--- src/rtl/pwm_serializer.sv ---
// Bit-serial waveform generator: accepts a DATA_W-bit word over valid/ready and
// shifts it out on pwm MSB- or LSB-first, each bit held for bit_div+1 clocks.
module pwm_serializer #(
    parameter int   DATA_W     = 8,
    parameter int   DIV_W      = 16,
    parameter logic IDLE_LEVEL = 1'b0
) (
    input  logic              clk,
    input  logic              rst_n,
    input  logic              in_valid,
    output logic              in_ready,
    input  logic [DATA_W-1:0] data_in,
    input  logic              lsb_first,
    input  logic [DIV_W-1:0]  bit_div,
    input  logic              abort,
    output logic              pwm,
    output logic              busy,
    output logic              done
);

    localparam int CNT_W = $clog2(DATA_W);

    typedef enum logic {
        IDLE  = 1'b0,
        SHIFT = 1'b1
    } state_t;

    state_t state, state_n;

    logic [DATA_W-1:0] sreg, sreg_n;
    logic              lsb_q, lsb_n;
    logic [DIV_W-1:0]  div_q, div_n;
    logic [DIV_W-1:0]  div_cnt, div_cnt_n;
    logic [CNT_W-1:0]  bit_cnt, bit_cnt_n;
    logic              pwm_n, busy_n, done_n;
    logic              accept;

    assign in_ready = (state == IDLE);
    assign accept   = in_valid && (state == IDLE) && !abort;

    always_ff @(posedge clk or negedge rst_n) begin
        if (!rst_n) begin
            state <= IDLE;
        end else begin
            state <= state_n;
        end
    end

    always_ff @(posedge clk or negedge rst_n) begin
        if (!rst_n) begin
            sreg    <= '0;
            lsb_q   <= 1'b0;
            div_q   <= '0;
            div_cnt <= '0;
            bit_cnt <= '0;
            pwm     <= IDLE_LEVEL;
            busy    <= 1'b0;
            done    <= 1'b0;
        end else begin
            sreg    <= sreg_n;
            lsb_q   <= lsb_n;
            div_q   <= div_n;
            div_cnt <= div_cnt_n;
            bit_cnt <= bit_cnt_n;
            pwm     <= pwm_n;
            busy    <= busy_n;
            done    <= done_n;
        end
    end

    // The shift register always presents the current bit at one end, so the
    // next bit is simply the neighbour of that end in the shift direction.
    always_comb begin
        state_n   = state;
        sreg_n    = sreg;
        lsb_n     = lsb_q;
        div_n     = div_q;
        div_cnt_n = div_cnt;
        bit_cnt_n = bit_cnt;
        pwm_n     = pwm;
        busy_n    = busy;
        done_n    = 1'b0;

        case (state)
            IDLE: begin
                pwm_n  = IDLE_LEVEL;
                busy_n = 1'b0;
                if (accept) begin
                    sreg_n    = data_in;
                    lsb_n     = lsb_first;
                    div_n     = bit_div;
                    pwm_n     = lsb_first ? data_in[0] : data_in[DATA_W-1];
                    bit_cnt_n = CNT_W'(DATA_W - 1);
                    div_cnt_n = bit_div;
                    busy_n    = 1'b1;
                    state_n   = SHIFT;
                end
            end

            SHIFT: begin
                if (abort) begin
                    state_n = IDLE;
                    pwm_n   = IDLE_LEVEL;
                    busy_n  = 1'b0;
                end else if (div_cnt != '0) begin
                    div_cnt_n = div_cnt - DIV_W'(1);
                end else if (bit_cnt != '0) begin
                    if (lsb_q) begin
                        sreg_n = sreg >> 1;
                        pwm_n  = sreg[1];
                    end else begin
                        sreg_n = sreg << 1;
                        pwm_n  = sreg[DATA_W-2];
                    end
                    bit_cnt_n = bit_cnt - CNT_W'(1);
                    div_cnt_n = div_q;
                end else begin
                    state_n = IDLE;
                    pwm_n   = IDLE_LEVEL;
                    busy_n  = 1'b0;
                    done_n  = 1'b1;
                end
            end

            default: begin
                state_n = IDLE;
                pwm_n   = IDLE_LEVEL;
                busy_n  = 1'b0;
            end
        endcase
    end

endmodule

--- config.mk ---
export PLATFORM = sky130hd
export DESIGN_NAME = pwm_serializer
export DESIGN_NICKNAME = d
export VERILOG_FILES = /design/src/rtl/pwm_serializer.sv
export SDC_FILE = /design/constraint.sdc
export NUM_CORES = 1
export LEC_CHECK = 0
export ABC_AREA = 1
export CORE_UTILIZATION = 40
export DETAILED_ROUTE_END_ITERATION = 10
export PLACE_DENSITY = 0.69
export SLEW_MARGIN = 40
export SYNTH_ARGS = -nofsm -noshare
export SYNTH_HDL_FRONTEND = slang
export SYNTH_SLANG_ARGS = --single-unit
--- constraint.sdc ---
create_clock -name clk -period 1.8 [get_ports clk]
set_input_delay 0.36 -clock clk [delete_from_list [all_inputs] [get_ports clk]]
set_output_delay 0.36 -clock clk [all_outputs]
set_load 0.01 [all_outputs]
==> impl_results.md <==
* Cell area after synthesis at 3180 um^2
* Via count at 2877
* Antenna viol nets, final at 0
* Io pins at 33
* Endpoints failing hold at 0
* Clock skew at 0.00772 ns
* Root Driver: clkbuf_8
* Gr ovfl total at 0
* Number of synthesized register bits at 48
* Drt initial violations at 140
* Reg clk slew, reported paths at 0.09 ns
* P&R area growth vs syn at 23.0%
* Placed inst area at 3760 um^2
* Hold buffers post-CTS at 0
* Fmax at 0.580 GHz
* Avg Inst Size Synth at 7.22 um^2
* Max clock buf depth at 2
* WS Path Type: flop to output port
* R2r setup slk at 0.16 ns
* Pins Over Slew Limit at 0
* HPWL Detailed at 5650 um
* Peak supply drop at 0.565 mV
* Pwr Density at 1320 nW/um^2
* Largest net degree at the start of global routing at 23
* Vias in the first global route at 2773
* Reg2reg end: div_cnt[2]$_DFFE_PN0P_
* Worst Hold Class: input pin to asynchronous set/reset pin
* CP max FO at 3
* Worst-Margin Slew at 0.490 ns
* Critical path arrival at 1.36 ns
* Run status: finished clean
* Critical Path RT at 1.44 ns
* Setup Viol. Count Final at 0
* Library cells used by synthesis at 34
* Antenna diodes at 0
* Global Route Usage Sum at 0.195
* Pleak at 1.92 nW
* Share of the synthesized area in the top cell type at 0.378
* Die area at 8300 um^2
* Row count at 32
* Placer congestion estimate at 0.903
* CP startpoint kind: flop
* Post-synthesis sequential area ratio at 0.378
* RSZ-0062 raised after global routing: false
* Initial antenna violation count at 0
* Share of cells above drive strength 1 at 0.194
* Relative slew slack at 0.673
* Sink Count at 48
* Syn Inst Count at 440
* Number of CTS-inserted buffers at 5
* Final nets at 527
* Global-route wire length before repair at 13000 um
* Synthesized Nets at 473
* Via-to-Cell Ratio at 4.82
* H-tree level count at 2
* Height of the die at 91.1 um
* Crit end category: output port
* CTS tree: yes
* Starting Density at 0.413
* Port bufs at 32
* Yosys warns at 0
* Final period util at 0.958
* Top cells by area, synth: dfrtp_1, nand2_1, nor2_1
* Clk Latency, worst-skew pair at 0.31 ns
* Residual DRC at 0
* Most frequent cells in the layout: nand2_1, nor2_1, dfrtp_1
* Reg2Reg Depth at 10
* Top cell type by total area after synthesis: dfrtp_1
* Total Wirelength at 7530 um
* Initial DRT Pass Iterations at 4
* Util after Layout at 0.508
* Final instance area at 3910 um^2
* Die X-Extent at 91.1 um
* Core Area at 7690 um^2
* Reg2Reg Launch Point: div_cnt[0]$_DFFE_PN0P_
* # Max-Cap Violations at 0
* Commonest non-fill, non-tap cell in the layout: nand2_1
* WL/cell at 12.6 um
* Fin crit period at 1.72 ns
[through the flow]
stage          setup TNS (ns)  power (mW)  cells  hold WS [ns]  setup WS [ns]
2_1_floorplan               0        3.57    440        0.0644          0.186
3_3_place_gp          -0.0894        4.25    588         0.361        -0.0189
3_5_place_dp           -0.640        4.33    588         0.358        -0.0631
4_1_cts                     0        5.17    597        0.0180         0.0629
5_1_grt                     0        5.62    597        0.0462       0.000901
6_report                    0        5.16    597       0.00175         0.0762
[metal layers]
| layer | up-vias | routed length [um] | GRT usage |
|---|---|---|---|
| met4 | 0 | 147 | 0.0648 |
| met5 | - | 0 | 0 |
| met2 | 57 | 3580 | 0.324 |
| met3 | 13 | 236 | 0.0243 |
| li1 | 1492 | - | - |
| met1 | 1315 | 3570 | 0.263 |
[how the worst max path moves through the flow]
stage / startpoint / end / slack (ns) / depth (start not counted)
final: state$_DFF_PN0_ / in_ready / 0.08 / 2
after global routing: div_cnt[0]$_DFFE_PN0P_ / div_cnt[2]$_DFFE_PN0P_ / 0.0009 / 10
after CTS: state$_DFF_PN0_ / in_ready / 0.06 / 2
after detailed placement: abort / sreg[7]$_DFFE_PN0P_ / -0.06 / 9
after global placement: abort / sreg[7]$_DFFE_PN0P_ / -0.02 / 9
after floorplan: div_cnt[0]$_DFFE_PN0P_ / div_cnt[10]$_DFFE_PN0P_ / 0.19 / 10
[synth_stat cells]
library cell and number:
nor2_8 1, nand2_1 116, a21oi_1 15, nand2_2 6, buf_12 1, clkbuf_1 5
o21ai_0 29, xor2_1 1, a31oi_1 1, buf_2 2, nand2_4 5, nand3b_1 4
nand3_2 1, o21ai_1 3, nor3_2 1, nand4_1 8, nor3_1 1, buf_6 4
a21oi_2 6, nand4_4 1, o21ai_2 10, buf_4 1, nand3_4 1, inv_1 47
mux2_2 1, buf_1 1, ha_1 4, dfrtp_1 48, inv_2 4, nor2_4 7
nor2_1 69, nand3_1 24, nor2_2 11, inv_4 1
[registers in the layout, indices dropped and copies added (netlist names)]
name and flops:
div_cnt 16, sreg 8, lsb_q 1, bit_cnt 3, busy 1, state 1, pwm 1, div_q 16
done 1
[worst max-delay path, cell delays in order, from the launching register on]
cell and delay [ns]:
dfrtp_1 0.44, inv_6 0.09, clkdlybuf4s50_1 0.53
[timing repair]
action,in CTS,in global routing
setup buffers,1,0
gates resized for setup,1,5
endpoints found under the setup margin,1,5
[final cells by class]
| type | instances | area, um^2 |
|---|---|---|
| flip-flops and latches | 48 | 1200 |
| fillers | 773 | 3780 |
| multi-input cells | 326 | 1690 |
| repair buffers | 61 | 571 |
| inverters | 52 | 200 |
| clock inverters | 3 | 42.5 |
| clock buffers | 5 | 68.8 |
| well taps | 102 | 128 |
[logic make-up after synthesis]
kind of cell               count (synthesis)  synth area share
adders and majority gates                  4            0.0158
buffers and inverters                     66            0.0954
AOI/OAI and AO/OA                         64             0.120
and+or+nand+nor                          256             0.384
xor gates and xnor gates                   1           0.00276
DFF                                       48             0.378
muxes                                      1           0.00355
[power by group]
group	leakage [nW]	switching (mW)	total, mW	internal (mW)
Sequential	0.573	0.418	1.94	1.52
Clock	0.0541	0.397	0.809	0.412
Combinational	1.30	1.41	2.42	1.01
No activity file was read; power rests on OpenSTA's default activity.
